$ cat src/rtl/qoi_decoder_if.sv
// Chunk-in / pixel-out stream bundle for qoi_decoder.
// master: chunk source and pixel sink. slave: the decoder.
interface qoi_decoder_if;
    logic [31:0] chunk;
    logic [2:0]  chunk_bytes;
    logic        chunk_valid;
    logic        chunk_ready;
    logic [7:0]  r;
    logic [7:0]  g;
    logic [7:0]  b;
    logic        px_valid;
    logic        px_ready;

    modport master (
        output chunk, chunk_bytes, chunk_valid, px_ready,
        input  chunk_ready, r, g, b, px_valid
    );

    modport slave (
        input  chunk, chunk_bytes, chunk_valid, px_ready,
        output chunk_ready, r, g, b, px_valid
    );
endinterface

$ cat src/rtl/qoi_decoder.sv
// Streaming QOI chunk decoder: one chunk per accepted beat, one RGB pixel per output beat.
// QOI_OP_RUN chunks are expanded here while the chunk input is stalled.
// Optional feature macro QOI_DECODER_INDEX_EN: adds the 64-entry colour index and its hash.
// Without it an INDEX chunk re-emits the previous pixel and raises err.
module qoi_decoder #(
    parameter int unsigned RUN_MAX = 62
) (
    input  logic         clk,
    input  logic         rst,
    input  logic         clear,
    qoi_decoder_if.slave bus,
    output logic         err
);
    typedef enum logic [0:0] {StAccept, StRun} state_e;

    state_e      state_q;
    logic [5:0]  run_left_q;
    // The output register doubles as the previous pixel: every emit loads both identically.
    logic [7:0]  r_q, g_q, b_q;
    logic        px_valid_q;
    logic        err_q;

    logic        adv, accept, take, run_emit, emit;
    logic [7:0]  b0, b1, dg;
    logic [2:0]  op_len;
    logic        dec_emit, dec_err, dec_run;
    logic [7:0]  dec_r, dec_g, dec_b;
    logic [7:0]  emit_r, emit_g, emit_b;

`ifdef QOI_DECODER_INDEX_EN
    // Alpha is always 255 here, so only RGB is stored and its hash term is a constant.
    localparam logic [9:0] AlphaHash = 10'(11 * 255);
    logic [23:0] index_q [64];
    logic [9:0]  hash;
`endif

    assign adv             = !px_valid_q || bus.px_ready;
    assign bus.chunk_ready = (state_q == StAccept) && adv;
    assign accept          = bus.chunk_valid && bus.chunk_ready;
    // Zero-length chunks are bubbles: consumed, no pixel, no error.
    assign take            = accept && (bus.chunk_bytes != 3'd0);
    assign run_emit        = (state_q == StRun) && adv;
    assign emit            = run_emit || (take && dec_emit);
    assign emit_r          = run_emit ? r_q : dec_r;
    assign emit_g          = run_emit ? g_q : dec_g;
    assign emit_b          = run_emit ? b_q : dec_b;

    // Decode the chunk on the bus into a pixel, its expected length and error flag.
    always_comb begin
        b0       = bus.chunk[31:24];
        b1       = bus.chunk[23:16];
        dec_r    = r_q;
        dec_g    = g_q;
        dec_b    = b_q;
        dg       = 8'h00;
        op_len   = 3'd1;
        dec_emit = 1'b1;
        dec_err  = 1'b0;
        dec_run  = 1'b0;
        if (b0 == 8'hFE) begin
            op_len                = 3'd4;
            {dec_r, dec_g, dec_b} = bus.chunk[23:0];
        end else if (b0 == 8'hFF) begin
            // RGBA cannot be represented on an RGB output.
            op_len   = 3'd5;
            dec_emit = 1'b0;
            dec_err  = 1'b1;
        end else begin
            case (b0[7:6])
                2'b11: begin
                    dec_run = (b0[5:0] != 6'd0);
                    if (32'(b0[5:0]) >= RUN_MAX) dec_err = 1'b1;
                end
                2'b00: begin
`ifdef QOI_DECODER_INDEX_EN
                    {dec_r, dec_g, dec_b} = index_q[b0[5:0]];
`else
                    dec_err = 1'b1;
`endif
                end
                2'b01: begin
                    dec_r = r_q + {6'd0, b0[5:4]} - 8'd2;
                    dec_g = g_q + {6'd0, b0[3:2]} - 8'd2;
                    dec_b = b_q + {6'd0, b0[1:0]} - 8'd2;
                end
                default: begin
                    op_len = 3'd2;
                    dg     = {2'd0, b0[5:0]} - 8'd32;
                    dec_g  = g_q + dg;
                    dec_r  = r_q + dg + {4'd0, b1[7:4]} - 8'd8;
                    dec_b  = b_q + dg + {4'd0, b1[3:0]} - 8'd8;
                end
            endcase
        end
        if (bus.chunk_bytes != op_len) dec_err = 1'b1;
    end

    // Control FSM plus registered pixel, valid and sticky error.
    always_ff @(posedge clk or negedge rst) begin
        if (!rst) begin
            state_q    <= StAccept;
            run_left_q <= 6'd0;
            r_q        <= 8'h00;
            g_q        <= 8'h00;
            b_q        <= 8'h00;
            px_valid_q <= 1'b0;
            err_q      <= 1'b0;
        end else if (clear) begin
            state_q    <= StAccept;
            run_left_q <= 6'd0;
            r_q        <= 8'h00;
            g_q        <= 8'h00;
            b_q        <= 8'h00;
            px_valid_q <= 1'b0;
            err_q      <= 1'b0;
        end else begin
            if (emit) begin
                r_q        <= emit_r;
                g_q        <= emit_g;
                b_q        <= emit_b;
                px_valid_q <= 1'b1;
            end else if (bus.px_ready) begin
                px_valid_q <= 1'b0;
            end
            if (take && dec_err) err_q <= 1'b1;
            case (state_q)
                StAccept: begin
                    if (take && dec_run) begin
                        state_q    <= StRun;
                        run_left_q <= b0[5:0];
                    end
                end
                StRun: begin
                    if (adv) begin
                        run_left_q <= run_left_q - 6'd1;
                        if (run_left_q == 6'd1) state_q <= StAccept;
                    end
                end
                default: state_q <= StAccept;
            endcase
        end
    end

`ifdef QOI_DECODER_INDEX_EN
    assign hash = 10'(emit_r) * 10'd3 + 10'(emit_g) * 10'd5 + 10'(emit_b) * 10'd7 + AlphaHash;

    // Colour index: every emitted pixel is written at its hash slot.
    always_ff @(posedge clk or negedge rst) begin
        if (!rst) begin
            for (int i = 0; i < 64; i++) index_q[i] <= 24'h0;
        end else if (clear) begin
            for (int i = 0; i < 64; i++) index_q[i] <= 24'h0;
        end else if (emit) begin
            index_q[hash[5:0]] <= {emit_r, emit_g, emit_b};
        end
    end
`endif

    assign bus.r        = r_q;
    assign bus.g        = g_q;
    assign bus.b        = b_q;
    assign bus.px_valid = px_valid_q;
    assign err          = err_q;
endmodule

$ cat src/flat_wrapper.sv
// flat-port wrapper written by rule: the top's interface ports become plain ports
module qoi_decoder_flat 
#(
    parameter int unsigned RUN_MAX = 62
)
  (clk, rst, clear, err, bus_chunk, bus_chunk_bytes, bus_chunk_valid, bus_px_ready, bus_chunk_ready, bus_r, bus_g, bus_b, bus_px_valid);
  qoi_decoder_if bus_i ();
  input  logic clk;
  input  logic rst;
  input  logic clear;
  output logic err;
  input wire logic [$bits(bus_i.chunk)-1:0] bus_chunk;
  input wire logic [$bits(bus_i.chunk_bytes)-1:0] bus_chunk_bytes;
  input wire logic [$bits(bus_i.chunk_valid)-1:0] bus_chunk_valid;
  input wire logic [$bits(bus_i.px_ready)-1:0] bus_px_ready;
  output wire logic [$bits(bus_i.chunk_ready)-1:0] bus_chunk_ready;
  output wire logic [$bits(bus_i.r)-1:0] bus_r;
  output wire logic [$bits(bus_i.g)-1:0] bus_g;
  output wire logic [$bits(bus_i.b)-1:0] bus_b;
  output wire logic [$bits(bus_i.px_valid)-1:0] bus_px_valid;
  assign bus_i.chunk = bus_chunk;
  assign bus_i.chunk_bytes = bus_chunk_bytes;
  assign bus_i.chunk_valid = bus_chunk_valid;
  assign bus_i.px_ready = bus_px_ready;
  assign bus_chunk_ready = bus_i.chunk_ready;
  assign bus_r = bus_i.r;
  assign bus_g = bus_i.g;
  assign bus_b = bus_i.b;
  assign bus_px_valid = bus_i.px_valid;
  qoi_decoder #(.RUN_MAX(RUN_MAX)) u_core (.clk(clk), .rst(rst), .clear(clear), .bus(bus_i), .err(err));
endmodule
$ cat config.mk
export PLATFORM = sky130hd
export DESIGN_NAME = qoi_decoder_flat
export DESIGN_NICKNAME = d
export VERILOG_FILES = /design/src/rtl/qoi_decoder_if.sv /design/src/rtl/qoi_decoder.sv /design/src/flat_wrapper.sv
export SDC_FILE = /design/constraint.sdc
export NUM_CORES = 1
export LEC_CHECK = 0
export ABC_AREA = 0
export ABC_CLOCK_PERIOD_IN_PS = 6500
export BUFFER_PORTS_ARGS = -buffer_cell sky130_fd_sc_hd__buf_2
export CAP_MARGIN = 10
export CORE_MARGIN = 10
export CORE_UTILIZATION = 63
export DETAILED_ROUTE_END_ITERATION = 8
export PLACE_DENSITY_LB_ADDON = 0.15
export SKIP_LAST_GASP = 1
export SLEW_MARGIN = 20
export SYNTH_ARGS = -nofsm -noshare
export SYNTH_HDL_FRONTEND = slang
export SYNTH_SLANG_ARGS = --single-unit
$ cat constraint.sdc
create_clock -name clk -period 6.5 [get_ports clk]
set_clock_uncertainty 0.05 [all_clocks]
set_input_delay 1.3 -clock clk [delete_from_list [all_inputs] [get_ports clk]]
set_output_delay 1.3 -clock clk [all_outputs]
set_load 0.1 [all_outputs]
* After elaboration in Yosys (flattened, before gate mapping) *
Cells that the tools add are included.

word-level totals
  flip-flop bits (word level) = 33
  output and inout port bits = 27

cells by class
  $add $sub $neg = 15
  $lt $le $gt $ge = 1
  equal/unequal tests = 11
  muxes and demuxes = 45
  bitwise operators = 1
  reduce and logical (&&, ||, !) cells = 20

operators with widths
  cell                 number
  $mux 8               15
  $pmux 8 s2           3
  $add 8x2->8          3
  $add 8x8->8          3
  $sub 8x2->8 const B  3
  $mux 1               18
  $mux 6               3
  $add 8x4->8          2
  $eq 8x8->1 const B   2
  $sub 8x4->8 const B  2
  $pmux 6 s2           1
  $logic_and 1x1->1    7
  $sub 6x6->7 const B  1
  $eq 6x1->1 const B   1
  $ge 6x6->1 const B   1
  $mux 3               2
  $ne 3x3->1 const B   2
  $reduce_bool 3->1    2
  $reduce_bool 6->1    1
  $sub 6x1->6 const B  1
  $pmux 1 s2           2
  $reduce_and 4->1     1
  $reduce_bool 2->1    2
  $ne 3x1->1 const B   1
  13 further kinds     14

* Longest topological paths before layout *
Gate-level depths: netlist of the first run.

  depth in word-level cells = 10
  mapped depth = 13
  mapped depth without buffers = 13

* Worst setup path before layout of the first run *
Ideal clock, no wire load.

  kind = input-to-output
  start point = input bus_px_ready
  end point = output bus_chunk_ready
  data arrival time = 2620 ps
  required time = 5150 ps
  slack = 2530 ps
  stages on the path = 2
  cells stage by stage = nor2b_4 > nor2_1

between the ends
  cells in the longest elaborated chain, start to end = 2

RTL lines
  item                line                RTL
  start: declaration  flat_wrapper.sv:15  input wire logic [$bits(bus_i.px_ready)-1:0] bus_px_ready;
  $logic_or 1x1->1    qoi_decoder.sv:37   assign adv = !px_valid_q || bus.px_ready;
  $logic_and 1x1->1   qoi_decoder.sv:38   assign bus.chunk_ready = (state_q == StAccept) && adv;
  end: declaration    flat_wrapper.sv:16  output wire logic [$bits(bus_i.chunk_ready)-1:0] bus_chunk_ready;

Every way passes these cells.

* Worst setup path after layout of the first run *
  start point = input bus_chunk[27]
  end point = register u_core.g_q[7] (netlist: u_core.bus.g[7])

between the ends
  cells in the longest elaborated chain, start to end = 8

RTL lines
  item                                        line                                  RTL
  start: declaration                          flat_wrapper.sv:12                    input wire logic [$bits(bus_i.chunk)-1:0] bus_chunk;
  $add 8x2->8 or $sub 6x6->7 (tied branches)  qoi_decoder.sv:83, qoi_decoder.sv:88
  $sub 8x2->8 or $add 8x8->8 (tied branches)  qoi_decoder.sv:83, qoi_decoder.sv:89
  $pmux 8 s2                                  qoi_decoder.sv:69                     case (b0[7:6])
  $mux 8                                      qoi_decoder.sv:63                     end else if (b0 == 8'hFF) begin
  $mux 8                                      qoi_decoder.sv:60                     if (b0 == 8'hFE) begin
  $mux 8                                      qoi_decoder.sv:45                     assign emit_g = run_emit ? g_q : dec_g;
  $mux 8                                      qoi_decoder.sv:117                    if (emit) begin
  $mux 8                                      qoi_decoder.sv:108                    end else if (clear) begin
  end signal: assignment                      qoi_decoder.sv:119                    g_q <= emit_g;
  end: declaration                            qoi_decoder.sv:19                     logic [7:0] r_q, g_q, b_q;

Several ways; a longest one is shown, not always the timed one. The select of a mux whose other input is x is not followed.
A chain may end at the register's enable or synchronous reset.

==> flow_summary.toml, run 1 <==
[run]
maxCapViolCount = 0

[route]
vias = 3823
firstDrtPassIters = 5
drt-initial-drc-count = 259
viasPerCell = 6.01
wire_per_inst_um = 17.5
postRouteAntennaNets = 0
drc = 0
routed_wl_um = 11100

[synthesis]
yosysWarnings = 0
synth_top_area_frac = 0.196
ys_seq_area_frac = 0.196
async_flop_share = 1.00
synthTopCellsByCount = "ha_1 (65), inv_1 (65), o21ai_0 (36)"
netlist_top_cells_area = "dfrtp_1 (20%), ha_1 (19%), fa_1 (6.7%)"
syn-num-nets = 617
synth_cell_types = 63
ys_ff_latch = 33
synthesis.area_um2 = 4210
synth-edff-count = 0
synth_cells = 498
yosysTopAreaCell = "dfrtp_1"
synth_area_per_cell_um2 = 8.46
synth_ff_type = "dfrtp_1"

[worst_setup_path]
cp_cell_sequence = "buf_2 -> inv_1 -> ha_1 -> inv_1 -> ha_1 -> fa_1 -> a21o_1 -> a2111oi_2 -> xnor2_1 -> mux2i_1 -> a311oi_1 -> mux2i_1"
crit_slowest_cell = "a311oi_1"
slowest_delay_ns = 0.43
reg2regPathDepth = 11
crit_arrival_ns = 4.08
critPathBufInv = 3
crit_required_ns = 6.68
critPathLaunchType = "input port"
end_kind = "flop"
critPathKind = "in -> reg"
path_depth = 12
worstPathMaxFanout = 5
path_delay_family = "compound AO/OA/AOI/OAI gates"

[power]
power.leakage_nw = 2.39
vdd.ir_drop.worst_uv = 122
total_power_mw = 1.11
power_density_nw_per_um2 = 237

[sta]
fmax_mhz = 257
period_minus_slack_ns = 3.89
rsz0062_at_grt = "no"
period_share = 0.599
fin_tns_setup_ns = 0
hold_viol_final = 0
setup_violations = 0
relSlewSlack = 0.453
tightest_slew_ns = 0.821
final-max-slew-violation-count = 0
worst_slack_ns = 2.61

[clock_network]
postCtsSetupRepairBufs = 0
cts_repair_resize_count = 0
ctsHtreeMaxLevel = 2
cts_buffers = 5
clockBufferDepth = 2
cts_hold_buffers = 0
cts_root_buf = "clkbuf_8"
cts_tree = "built"
cts_sinks = 33
clk_pin_slew_worst_paths_ns = 0.09
insertion_delay_ns = 0.30

[global_route]
grt_max_degree = 41
grt_overflow_total = 0
grt_usage = 0.219
antenna_found_initial = 0
grt_first_pass_wirelength_um = 18500
grt_pass1_vias = 3923

[die]
coreArea_um2 = 6420
die-area_um2 = 10400
start_util = 0.656
die_h_um = 102
dieWidth_um = 102
io_pins = 67
rows = 29

[finish]
fillerInstances = 529
n_antenna_cell = 0
area_growth_pct = 11.6
final_nets = 677
layout-drive-gt1-share = 0.170
utilization = 0.732

[place]
gp_congestion = 0.947
place_ws_ns = 2.31
portBuffers = 66
dp_hpwl_um = 8530

[min_path]
hp-class = "reg -> reg"
hold_path_depth = 2

[run_status]
outcome = "finished, final reports clean"
## worst register-to-register path, stage by stage (launching register included)
cell and delay, ns:
dfrtp_1 0.45, inv_1 0.15, fa_1 0.43, inv_1 0.09, fa_1 0.45, ha_1 0.34
a211oi_1 0.30, o21bai_1 0.13, a21oi_1 0.19, xnor2_1 0.13, a21oi_1 0.08, a22o_1 0.21
## final timing paths
kind	slack, ns	to	startpoint
max	2.61	u_core.bus.g[7]	bus_chunk[27]
max reg2reg	3.42	u_core.bus.r[7]	u_core.bus.r[2]
min in group asynchronous	1.03	u_core.bus.r[5]	rst
max in group asynchronous	4.84	u_core.bus.b[0]	rst
min	0.47	u_core.run_left_q[1]	u_core.run_left_q[1]
min reg2reg	0.47	u_core.run_left_q[1]	u_core.run_left_q[1]
## cells in the final DEF, fill, tap and decap left out, drive strengths merged, types with 4 or more instances in the layout
cell    instances
a21o           17
clkbuf          5
mux2i          15
a211oi         20
nor3            8
a22o            5
nand3           5
dfrtp          33
fa             14
a31oi           6
buf            70
a21oi          37
nand2          31
o21ai          40
xnor2          15
o31ai           6
a211o           4
nand2b          6
nor2           32
inv            65
ha             65
xor2            9
or3             4
o21bai          6
## per-layer routing
layer	global-route usage	routed length, um
met4	0.0693	175
met2	0.364	5240
met3	0.0436	824
met1	0.280	4900
met5	0	0
## through the flow
step | hold slack, ns | std cells | area [um2]
2_1_floorplan | 0.412 | 498 | 4210
3_3_place_gp | 0.435 | 628 | 4580
3_5_place_dp | 0.450 | 628 | 4580
4_1_cts | 0.469 | 636 | 4700
5_1_grt | 0.495 | 636 | 4700
6_report | 0.468 | 636 | 4700
## power breakdown
group / switching [mW] / total (mW) / internal [mW] / leakage, nW
sequential: 0.0294 / 0.255 / 0.226 / 0.445
combinational: 0.407 / 0.649 / 0.242 / 1.89
clock: 0.0952 / 0.210 / 0.115 / 0.0543
total: 0.532 / 1.11 / 0.583 / 2.39
## final cells by class
| type | instances | area [um2] | share of cell area |
|---|---|---|---|
| clock buffer | 5 | 68.8 | 0.0146 |
| clock inverter | 3 | 46.3 | 0.00985 |
| inverter | 65 | 244 | 0.0519 |
| multi-input combinational | 383 | 3060 | 0.651 |
| sequential | 33 | 826 | 0.176 |
| tap | 77 | 96.3 | 0.0205 |
| timing repair buffer | 70 | 360 | 0.0767 |
## sequential cells by signal (all words and copies together) (netlist names)
register and cells:
u_core.bus.b 8, u_core.bus.g 8, u_core.bus.px_valid 1, u_core.bus.r 8, u_core.err 1, u_core.run_left_q 6, u_core.state_q 1
## logic make-up after synthesis
group / share of synthesized area
AOI/OAI and AO/OA: 0.250
xor gates and xnor gates: 0.0499
adders and majority gates: 0.260
buffers and inverters: 0.0787
DFF: 0.196
muxes: 0.0383
and+or+nand+nor: 0.128
No activity file was read; power rests on OpenSTA's default activity.
==> run 2, diff against run 1 <==
Settings changed: ABC_CLOCK_PERIOD_IN_PS 6500 to 3550, CORE_UTILIZATION 63 to 53.
Clock period 6.5 ns to 3.55 ns, I/O delays scaled along.
==> run 2 against run 1 <==
Net effect:
- setup slack got worse by 2.1 ns
- sequential power up 83%
- power grew 83%
- non-clock buffer count grew 6
- critical path depth unchanged
- worst hold slack got worse by 0.0092 ns
- sequential share of layout area decreased by 0.31 points
- die area is 15% higher
==> flow_summary.toml, run 2 (synthesis results as in run 1) <==
[place]
portBuffers = 66
dp.cells = 659
gp_congestion = 0.890
dp_hpwl_um = 8630
place_ws_ns = 0.178

[sta]
fmax_mhz = 324
fin_tns_setup_ns = 0
final-max-slew-violation-count = 0
relSlewSlack = 0.442
hold_viol_final = 0
period_share = 0.871
worst_slack_ns = 0.459
rsz0062_at_grt = "no"
hold_slack_ns = 0.458
period_minus_slack_ns = 3.09
tightest_slew_ns = 0.837
setup_violations = 0

[power]
vdd.ir_drop.worst_uv = 256
power_density_nw_per_um2 = 426
power.leakage_nw = 2.43

[min_path]
hp-class = "in -> async"

[worst_setup_path]
critPathKind = "in -> reg"
cp-startpoint = "bus_chunk[27]"
path_delay_family = "adder cells"
path_depth = 12
crit_path_end = "u_core.bus.b[7]"
crit_required_ns = 3.69
cp_cell_sequence = "buf_2 -> inv_1 -> ha_1 -> inv_1 -> fa_1 -> ha_1 -> a211oi_1 -> o21bai_1 -> a21oi_1 -> xnor2_1 -> a21oi_1 -> a22o_1"
worstPathMaxFanout = 5
r2r-end = "u_core.bus.b[7]"
end_kind = "flop"
reg2regPathDepth = 11
reg2reg_slack_ns = 0.54
crit_arrival_ns = 3.23
critPathBufInv = 3
crit_slowest_cell = "fa_1"
critPathLaunchType = "input port"
slowest_delay_ns = 0.44
r2r_start = "u_core.bus.b[2]"

[finish]
layout-drive-gt1-share = 0.179
area_growth_pct = 13.7
final_cell_mix = "buf_2 (66), inv_1 (65), ha_1 (65)"
stdcell_count = 667
final_common_cell = "buf_2"
n_antenna_cell = 0
utilization = 0.620
final_nets = 683

[die]
dieWidth_um = 109
io_pins = 67
start_util = 0.545
coreArea_um2 = 7730
rows = 32
die-area_um2 = 11900
die_h_um = 109

[route]
postRouteAntennaNets = 0
vias = 3798
drt-initial-drc-count = 145
firstDrtPassIters = 5
routed_wl_um = 11100
drc = 0
viasPerCell = 5.69
wire_per_inst_um = 16.6

[global_route]
grt_usage = 0.189
grt_max_degree = 34
grt_pass1_vias = 3721
grt_overflow_total = 0
grt_first_pass_wirelength_um = 18100
antenna_found_initial = 0

[run]
maxCapViolCount = 0

[clock_network]
postCtsSetupRepairBufs = 0
cts_repair_resize_count = 0
cts_sinks = 33
insertion_delay_ns = 0.30
clockBufferDepth = 2
cts_hold_buffers = 0
cts_tree = "built"
cts_buffers = 5
clk_pin_slew_worst_paths_ns = 0.08
cts_root_buf = "clkbuf_8"
ctsHtreeMaxLevel = 2

[run_status]
outcome = "finished, final reports clean"
==> run 2: stage by stage <==
| step | total power, mW | cell area, um2 |
|---|---|---|
| 3_5_place_dp | 1.65 | 4670 |
| 2_1_floorplan | 1.40 | 4210 |
| 4_1_cts | 2.05 | 4790 |
| 5_1_grt | 2.21 | 4790 |
| 3_3_place_gp | 1.62 | 4670 |
| 6_report | 2.04 | 4790 |
==> run 2: metal layers <==
| layer | wire (um) | vias to the layer above | track usage |
|---|---|---|---|
| met5 | 0 | - | 0 |
| met4 | 89 | 0 | 0.0414 |
| met3 | 545 | 8 | 0.0354 |
| met2 | 5220 | 72 | 0.311 |
| met1 | 5240 | 1807 | 0.250 |
| li1 | - | 1911 | - |
==> run 2: worst register-to-register path, stage by stage, from the launching register on <==
cell and delay, ns:
dfrtp_1 0.40, inv_1 0.13, fa_1 0.42, inv_1 0.07, fa_1 0.43, ha_1 0.34
a211oi_1 0.28, o21bai_1 0.13, a21oi_1 0.21, xnor2_1 0.14, a21oi_1 0.08, a22o_1 0.22
==> run 2: worst min path at each step <==
| stage | from | to | slack (ns) | cells past startpoint |
|---|---|---|---|---|
| 6_report | rst | u_core.bus.g[2] | 0.46 | 1 |
| 5_1_grt | u_core.run_left_q[1] | u_core.run_left_q[1] | 0.50 | 2 |
| 4_1_cts | u_core.run_left_q[5] | u_core.run_left_q[5] | 0.47 | 2 |
| 3_5_place_dp | u_core.run_left_q[5] | u_core.run_left_q[5] | 0.45 | 2 |
| 3_3_place_gp | u_core.run_left_q[1] | u_core.run_left_q[1] | 0.43 | 2 |
| 2_1_floorplan | rst | u_core.bus.b[0] | 0.36 | 0 |
==> run 2: area by class of cell <==
cell class                      count  area (um2)
Clock buffer                        7        86.3
Sequential cell                    33         827
Multi-Input combinational cell    383        3060
Clock inverter                      1        30.0
Tap cell                          102         128
Inverter                           65         244
Fill cell                         701        2940
Timing Repair Buffer               76         418
==> run 2: where the power goes <==
part           total [mW]  leakage, nW  internal (mW)  switching, mW
sequential          0.467        0.444          0.414         0.0533
combinational        1.18         1.93          0.447          0.732
clock               0.393       0.0585          0.229          0.163
==> run 3, diff against run 2 <==
Settings changed: BUFFER_PORTS_ARGS -buffer_cell sky130_fd_sc_hd__buf_2 to -buffer_cell sky130_fd_sc_hd__clkbuf_2, TNS_END_PERCENT set to 50.
==> run 3 against run 2 <==
Net effect:
- maximum frequency down 1.9%
- critical path depth stayed put
- global-route usage fell by 0.083 points
- sequential share of layout area increased by 0.15 points
- non-clock buffer count fell by 1
- sequential power barely moved
- flip-flop and latch count is the same
- largest power group unchanged
- critical path type unchanged
==> flow_summary.toml, run 3 (synthesis results as in run 1) <==
[run_status]
outcome = "finished, final reports clean"

[sta]
relSlewSlack = 0.389
period_share = 0.887
period_minus_slack_ns = 3.15
tightest_slew_ns = 0.917
setup_violations = 0
final-max-slew-violation-count = 0
hold_slack_ns = 0.457
fin_tns_setup_ns = 0
rsz0062_at_grt = "no"
hold_viol_final = 0
fmax_mhz = 317

[clock_network]
cts_tree = "built"
ctsHtreeMaxLevel = 2
cts_sinks = 33
clockBufferDepth = 2
clk_pin_slew_worst_paths_ns = 0.09
cts_repair_resize_count = 0
cts_buffers = 5
cts_hold_buffers = 0
postCtsSetupRepairBufs = 0
insertion_delay_ns = 0.30
cts_root_buf = "clkbuf_8"

[worst_setup_path]
crit_arrival_ns = 3.33
critPathKind = "in -> reg"
crit_slowest_cell = "fa_1"
slowest_delay_ns = 0.42
reg2regPathDepth = 11
r2r_start = "u_core.bus.b[2]"
cp_cell_sequence = "clkbuf_2 -> inv_1 -> ha_1 -> inv_1 -> ha_1 -> fa_1 -> a21o_1 -> a2111oi_2 -> xnor2_1 -> mux2i_1 -> a311oi_1 -> mux2i_1"
r2r-end = "u_core.bus.b[7]"
reg2reg_slack_ns = 0.60
critPathLaunchType = "input port"
critPathBufInv = 3
worstPathMaxFanout = 5
path_delay_family = "adder cells"
end_kind = "flop"
crit_required_ns = 3.73

[finish]
fillerInstances = 693
n_antenna_cell = 0
final_nets = 682
final_cell_mix = "clkbuf_2 (66), inv_1 (65), ha_1 (65)"
final_common_cell = "clkbuf_2"
layout-drive-gt1-share = 0.177
area_growth_pct = 12.7
utilization = 0.614

[die]
start_util = 0.545
rows = 32
dieWidth_um = 109
coreArea_um2 = 7730
die-area_um2 = 11900
die_h_um = 109
io_pins = 67

[route]
wire_per_inst_um = 16.4
firstDrtPassIters = 4
viasPerCell = 5.64
vias = 3757
drc = 0
postRouteAntennaNets = 0
routed_wl_um = 10900
drt-initial-drc-count = 131

[run]
maxCapViolCount = 0

[global_route]
antenna_found_initial = 0
grt_pass1_vias = 3708
grt_first_pass_wirelength_um = 18200
grt_usage = 0.188
grt_overflow_total = 0
grt_max_degree = 34

[place]
dp_hpwl_um = 8520
gp_congestion = 0.889
portBuffers = 66

[power]
power.leakage_nw = 2.40
power_density_nw_per_um2 = 410
vdd.ir_drop.worst_uv = 201

[min_path]
hp-class = "reg -> reg"
hold_path_depth = 2
hold-path-endpoint = "u_core.run_left_q[1]"
hp-start = "u_core.run_left_q[1]"
==> run 3: how the worst max path moves through the flow <==
stage                          startpoint         endpoint  slack [ns]  depth (start not counted)
after floorplan           u_core.bus.b[2]  u_core.bus.b[7]        0.03                         11
after global placement      bus_chunk[27]  u_core.bus.g[7]        0.23                         12
after detailed placement    bus_chunk[27]  u_core.bus.g[7]        0.09                         12
after CTS                   bus_chunk[27]  u_core.bus.g[7]        0.41                         12
after global routing        bus_chunk[27]  u_core.bus.g[7]        0.25                         12
final                       bus_chunk[27]  u_core.bus.g[7]        0.40                         12
==> run 3: stage by stage <==
stage | cells | setup WS, ns | power, mW | instance area (um2)
finish | 666 | 0.400 | 1.95 | 4750
CTS | 666 | 0.410 | 1.95 | 4750
detailed placement | 658 | 0.0870 | 1.64 | 4670
global route | 666 | 0.247 | 2.10 | 4750
floorplan | 498 | 0.0332 | 1.40 | 4210
global placement | 658 | 0.230 | 1.62 | 4670
==> run 3: where the power goes <==
group	switching (mW)	total, mW	internal (mW)	leakage [nW]
clock network	0.170	0.307	0.137	0.0450
registers	0.0550	0.469	0.414	0.444
logic	0.730	1.17	0.442	1.91
total	0.955	1.95	0.992	2.40
==> run 3: final cells by class <==
class / instances / area, um2 / area share
multi-input cells: 383 / 3060 / 0.644
flip-flops and latches: 33 / 827 / 0.174
repair buffers: 75 / 410 / 0.0864
inverters: 65 / 244 / 0.0514
well taps: 102 / 128 / 0.0269
clock buffers: 6 / 72.6 / 0.0153
clock inverters: 2 / 10.0 / 0.00211
==> run 3: tightest hold or removal path, stage by stage (launching register included) <==
cell and delay (ns):
dfrtp_1 0.36, nand2_1 0.05, o31ai_1 0.06
==> run 3: layer usage <==
metal  vias up  GRT usage  part of all wire
li1       1903          -                 -
met1      1772      0.246              0.46
met2        74      0.311              0.47
met3         8     0.0395             0.060
met4         0     0.0405            0.0089
met5         -          0                 0
